## src/rtl/mem_port_arbiter_pkg.sv

```systemverilog
// Shared encodings for the unified-memory port arbiter: FSM states,
// owner codes and the all-ones byte-enable used for instruction fetches.
package mem_port_arbiter_pkg;

  typedef enum logic [1:0] {
    ST_IDLE = 2'd0,
    ST_BUSY = 2'd1,
    ST_DONE = 2'd2
  } state_t;

  localparam logic [1:0] OWNER_NONE = 2'd0;
  localparam logic [1:0] OWNER_I    = 2'd1;
  localparam logic [1:0] OWNER_D    = 2'd2;

  // Wide enough for any supported data width; users slice the low DW/8 bits.
  localparam int               BE_MAX      = 32;
  localparam logic [BE_MAX-1:0] BE_ALL_ONES = '1;

endpackage

```

## src/rtl/arb_watchdog.sv

```systemverilog
// Busy-cycle watchdog: counts enabled cycles since the last clear and
// flags expiry on the TIMEOUT-th enabled cycle (count == TIMEOUT-1).
module arb_watchdog #(
  parameter int TIMEOUT = 16
) (
  input  logic clk,
  input  logic rst,
  input  logic clr,
  input  logic en,
  output logic expire
);

  localparam int CW = $clog2(TIMEOUT);

  logic [CW-1:0] count;

  // Count enabled cycles; clear has priority over counting.
  always_ff @(posedge clk or negedge rst) begin
    if (!rst) begin
      count <= '0;
    end else if (clr) begin
      count <= '0;
    end else if (en) begin
      count <= count + 1'b1;
    end
  end

  assign expire = (count == CW'(TIMEOUT - 1));

endmodule

```

## src/rtl/mem_port_arbiter.sv

```systemverilog
// Arbitrates the shared instruction/data memory of the multi-cycle core.
// Data wins by default; after STARVE_MAX consecutive data grants with a
// fetch pending, the fetch is granted. One transaction in flight at a time:
// IDLE (arbitrate) -> BUSY (mem_req high until ack or watchdog) -> DONE
// (one-cycle done pulse to the owner).
// Handshake: requester holds x_req (and its address/data) until its x_done
// pulse; the memory sees mem_req held high with stable mem_* until it
// returns a one-cycle mem_ack, with mem_rdata valid in that same cycle.
module mem_port_arbiter
  import mem_port_arbiter_pkg::*;
#(
  parameter int AW         = 32,
  parameter int DW         = 32,
  parameter int STARVE_MAX = 4,
  parameter int TIMEOUT    = 16
) (
  input  logic          clk,
  input  logic          rst,
  input  logic          i_req,
  input  logic [AW-1:0] i_addr,
  output logic          i_done,
  output logic [DW-1:0] i_rdata,
  output logic          i_err,
  input  logic          d_req,
  input  logic          d_we,
  input  logic [AW-1:0] d_addr,
  input  logic [DW-1:0] d_wdata,
  input  logic [DW/8-1:0] d_be,
  output logic          d_done,
  output logic [DW-1:0] d_rdata,
  output logic          d_err,
  output logic          mem_req,
  output logic          mem_we,
  output logic [AW-1:0] mem_addr,
  output logic [DW-1:0] mem_wdata,
  output logic [DW/8-1:0] mem_be,
  input  logic          mem_ack,
  input  logic [DW-1:0] mem_rdata,
  output logic [1:0]    owner
);

  localparam int BW = DW / 8;
  localparam int SW = 4;

  state_t        state;
  state_t        state_nx;
  logic [SW-1:0] starve_cnt;
  logic          grant_i;
  logic          grant_d;
  logic          expire;
  logic          finish;

  arb_watchdog #(.TIMEOUT(TIMEOUT)) u_watchdog (
    .clk    (clk),
    .rst    (rst),
    .clr    (state != ST_BUSY),
    .en     (state == ST_BUSY),
    .expire (expire)
  );

  // Fixed data priority, overridden when the fetch side has been starved.
  always_comb begin
    grant_d = 1'b0;
    grant_i = 1'b0;
    if (state == ST_IDLE) begin
      grant_d = d_req && !(i_req && (starve_cnt == SW'(STARVE_MAX)));
      grant_i = i_req && !grant_d;
    end
  end

  // An ack in the expiry cycle is still a success.
  assign finish = (state == ST_BUSY) && (mem_ack || expire);

  // Next-state logic.
  always_comb begin
    state_nx = state;
    case (state)
      ST_IDLE: if (grant_d || grant_i) state_nx = ST_BUSY;
      ST_BUSY: if (mem_ack || expire)  state_nx = ST_DONE;
      ST_DONE: state_nx = ST_IDLE;
      default: state_nx = ST_IDLE;
    endcase
  end

  // State register; async reset drops mem_req at once.
  always_ff @(posedge clk or negedge rst) begin
    if (!rst) state <= ST_IDLE;
    else      state <= state_nx;
  end

  // Grant capture, starvation counter, result capture and owner tracking.
  always_ff @(posedge clk or negedge rst) begin
    if (!rst) begin
      mem_we     <= 1'b0;
      mem_addr   <= '0;
      mem_wdata  <= '0;
      mem_be     <= '0;
      owner      <= OWNER_NONE;
      starve_cnt <= '0;
      i_rdata    <= '0;
      i_err      <= 1'b0;
      d_rdata    <= '0;
      d_err      <= 1'b0;
    end else begin
      if (grant_d) begin
        mem_we    <= d_we;
        mem_addr  <= d_addr;
        mem_wdata <= d_wdata;
        mem_be    <= d_be;
        owner     <= OWNER_D;
        if (!i_req)                              starve_cnt <= '0;
        else if (starve_cnt != SW'(STARVE_MAX))  starve_cnt <= starve_cnt + 1'b1;
      end else if (grant_i) begin
        mem_we     <= 1'b0;
        mem_addr   <= i_addr;
        mem_wdata  <= '0;
        mem_be     <= BE_ALL_ONES[BW-1:0];
        owner      <= OWNER_I;
        starve_cnt <= '0;
      end
      if (finish) begin
        if (owner == OWNER_I) begin
          i_rdata <= mem_ack ? mem_rdata : '0;
          i_err   <= !mem_ack;
        end else begin
          d_rdata <= mem_ack ? mem_rdata : '0;
          d_err   <= !mem_ack;
        end
      end
      if (state == ST_DONE) owner <= OWNER_NONE;
    end
  end

  assign mem_req = (state == ST_BUSY);
  assign i_done  = (state == ST_DONE) && (owner == OWNER_I);
  assign d_done  = (state == ST_DONE) && (owner == OWNER_D);

endmodule

```

## config.mk

```make
export PLATFORM = sky130hd
export DESIGN_NAME = mem_port_arbiter
export DESIGN_NICKNAME = d
export VERILOG_FILES = /design/src/rtl/mem_port_arbiter_pkg.sv /design/src/rtl/arb_watchdog.sv /design/src/rtl/mem_port_arbiter.sv
export SDC_FILE = /design/constraint.sdc
export NUM_CORES = 1
export LEC_CHECK = 0
export CAP_MARGIN = 20
export CORE_AREA = 2 2 130 132
export DETAILED_ROUTE_END_ITERATION = 8
export DIE_AREA = 0 0 132 134
export PLACE_DENSITY_LB_ADDON = 0.3
export REMOVE_ABC_BUFFERS = 1
export SLEW_MARGIN = 20
export SYNTH_ARGS = -nofsm -noshare
export SYNTH_HDL_FRONTEND = slang
export SYNTH_SLANG_ARGS = --single-unit
```

## constraint.sdc

```tcl
create_clock -name clk -period 1.5 [get_ports clk]
set_input_delay 0.15 -clock clk [delete_from_list [all_inputs] [get_ports clk]]
set_output_delay 0.15 -clock clk [all_outputs]
set_load 0.01 [all_outputs]
```

==> qor.txt <==
Total negative slack - -2.86 ns
Hold Violations, Final - 0
Post-synth EDFFs - 0
Yosys top cell by area - dfrtp_1
Clk sink count - 147
Worst-Skew Late Latency - 0.41 ns
Data arrival, critical path - 1.91 ns
Place WS - -0.508 ns
Detailed-placement wirelength estimate - 13.2 mm
Total core area - 16,300 um2
Actual slew at the worst max-slew pin - 0.471 ns
Synth Cell Area - 6080 um2
Post-route ant nets - 0
Fin nets - 928
Endpoints failing setup - 55
Routed wire per std cell - 19.2 um
Total track usage - 22.1%
Yosys warnings - 0
Most common cell after layout, fill and taps aside - clkdlybuf4s50_1
Total power - 20,500 uW
Die width - 132 um
Max clock buf depth - 2
Worst-path maximum fanout - 8
Drt via density - 5.37
Kind of critical path - flop to flop
Violated checks - setup timing
Yosys top cell area share - 60.5%
RSZ-0062 raised after global routing - yes
Die area - 17,700 um2
FP Rows - 47
Final core utilization - 63.1%
Fin. max-slew vios - 0
TritonCTS buffer count - 17
Global-route wire length before repair - 30.9 mm
Worst path required time - 1.80 ns
Initial Utilization - 37.3%
Synth unique cells - 43
Status - finished, violations left
Main synth FF type - dfrtp_1
Kind of end point of the critical path - flop
Clock-pin slew on the worst setup and hold paths - 0.06 ns
DRT Pass-1 Iters - 4
Asr flop ratio synth - 100%
Register bit total from synthesis - 147
Critical Path Start Type - flop
H-tree levels - 4
Post-synthesis sequential area ratio - 60.5%
Rel. slew slack - 68.6%
Antenna cells - 0
DIE HEIGHT - 134 um
CTS tree - built
DRC errors left - 0
Avg Cell Area, Syn - 12.5 um2
Leak Pwr - 0.00510 uW
Grt total ovfl - 0
Synth top area cells - dfrtp_1 (61%), a22o_1 (11%), o2111ai_1 (4.6%), o211ai_1 (4.0%), a22o_2 (3.3%)
Pin count of the biggest net entering global routing - 46
Min setup slack post-route - -0.102 ns
Vias - 5,478
Final wirelength - 19.6 mm
Worst hold path type - input pin to async pin
Input/output buffers - 277
Routability Congestion - 0.821
Vias in the first global route - 5,934
Leading cell types in the layout, fill and taps excluded - clkdlybuf4s50_1 (208), dfrtp_1 (147), a22o_1 (77)
Area growth syn-to-layout - 68.9%
DRT iter0 DRCs - 261
Share of cells above drive strength 1 - 15.6%
Maximum vdd drop - 911 uV
Initial antenna violation count - 0
Fill cells - 1,223
I/O pin count - 278
Tmin final - 1.60 ns
Synth Instances - 485
PwrDens - 1990 nW/um2
Skew final - 0.0108 ns
Clk root buf - clkbuf_16
Fmax - 0.624 GHz
Max Cap Viol - 0
Fin crit share - 107%
-- routing by layer --
| layer | vias to the layer above | wire length (um) | track usage [%] | part of all wire, % |
|---|---|---|---|---|
| met5 | - | 0 | 0 | 0 |
| met4 | 0 | 500 | 10.3 | 2.6 |
| met3 | 34 | 1310 | 5.06 | 6.7 |
| met2 | 287 | 9540 | 37.0 | 49 |
| met1 | 2707 | 8220 | 27.2 | 42 |
| li1 | 2450 | - | - | - |
-- power breakdown --
part | leakage [uW] | internal, uW | switching (uW)
combinational | 0.00296 | 5360 | 4020
sequential | 0.00184 | 5780 | 1060
clock | 0.000287 | 2630 | 1600
total | 0.00510 | 13800 | 6680
-- critical path, cell delays in order (launching register included) --
cell	delay (ns)
dfrtp_1	0.40
inv_2	0.08
ha_4	0.13
and4b_4	0.29
nor3_4	0.06
buf_12	0.14
clkbuf_16	0.15
a22o_2	0.24
-- Yosys cell counts (2+ instances only) --
library cell	n
nand2_1	3
clkbuf_1	22
and3_1	2
o211ai_1	32
nor2_1	9
a22o_2	20
inv_1	37
a21oi_1	3
buf_6	11
nor4b_1	2
nand3_1	5
o2111ai_1	32
o22a_1	4
o21ai_0	34
ha_1	3
o2bb2ai_1	2
buf_2	12
and2_1	3
a22o_1	77
buf_4	2
nand2b_1	2
dfrtp_1	147
-- final timing paths --
kind                                                from                            end  slack [ns]  depth (start not counted)
setup / recovery               starve_cnt[0]$_DFFE_PN0P_       mem_wdata[8]$_DFFE_PN0P_       -0.10                          7
hold / removal                                       rst        d_rdata[12]$_DFFE_PN0P_        0.25                          2
setup reg to reg               starve_cnt[0]$_DFFE_PN0P_       mem_wdata[8]$_DFFE_PN0P_       -0.10                          7
hold reg to reg            u_watchdog.count[0]$_DFF_PN0_  u_watchdog.count[0]$_DFF_PN0_        0.48                          1
max in group asynchronous                            rst       mem_addr[30]$_DFFE_PN0P_        0.67                          3
min in group clk                               d_addr[2]        mem_addr[2]$_DFFE_PN0P_        0.31                          3
-- final cells by class --
class	instances	area [um2]	area share, %
clock buffer	24	492	4.79
clock inverter	8	98.8	0.962
inverter	38	145	1.41
multi-input combinational	253	2070	20.2
sequential	147	3680	35.8
tap	220	275	2.68
timing repair buffer	330	3510	34.2
-- state kept, by name (all words and copies together), names as in the netlist, 2 cells and up --
register          count
d_rdata              32
i_rdata              32
mem_addr             32
mem_be                4
mem_wdata            32
owner                 2
starve_cnt            4
state                 2
u_watchdog.count      4
-- cells by family (layout without fill, tap and decap cells) --
kind of cell,Yosys count,after routing,share of synthesized area (%)
buffers and inverters,85,400,6.98
flip-flops,147,147,60.5
AO/OA/AOI/OAI,211,211,27.8
AND/OR/NAND/NOR,36,36,3.68
multiplexers,1,1,0.165
adder cells (fa/ha/maj),3,3,0.617
XOR/XNOR,2,2,0.288
-- stage by stage --
stage	hold slack (ns)	area [um2]	instances
5_1_grt	0.280	10300	1020
4_1_cts	0.258	10000	1015
3_3_place_gp	0.106	9260	973
2_1_floorplan	-0.146	5800	438
3_5_place_dp	0.116	9280	974
6_report	0.248	10300	1020
-- what timing repair did --
item / in CTS / in global routing
hold endpoints to repair: 39 / 0
cloned: 0 / 2
gates resized for setup: 51 / 58
setup endpoints to repair: 148 / 210
setup buffers: 8 / 4
hold buffers: 1 / 0
pin swaps: 12 / 7
(Power assumes the default switching activity.)
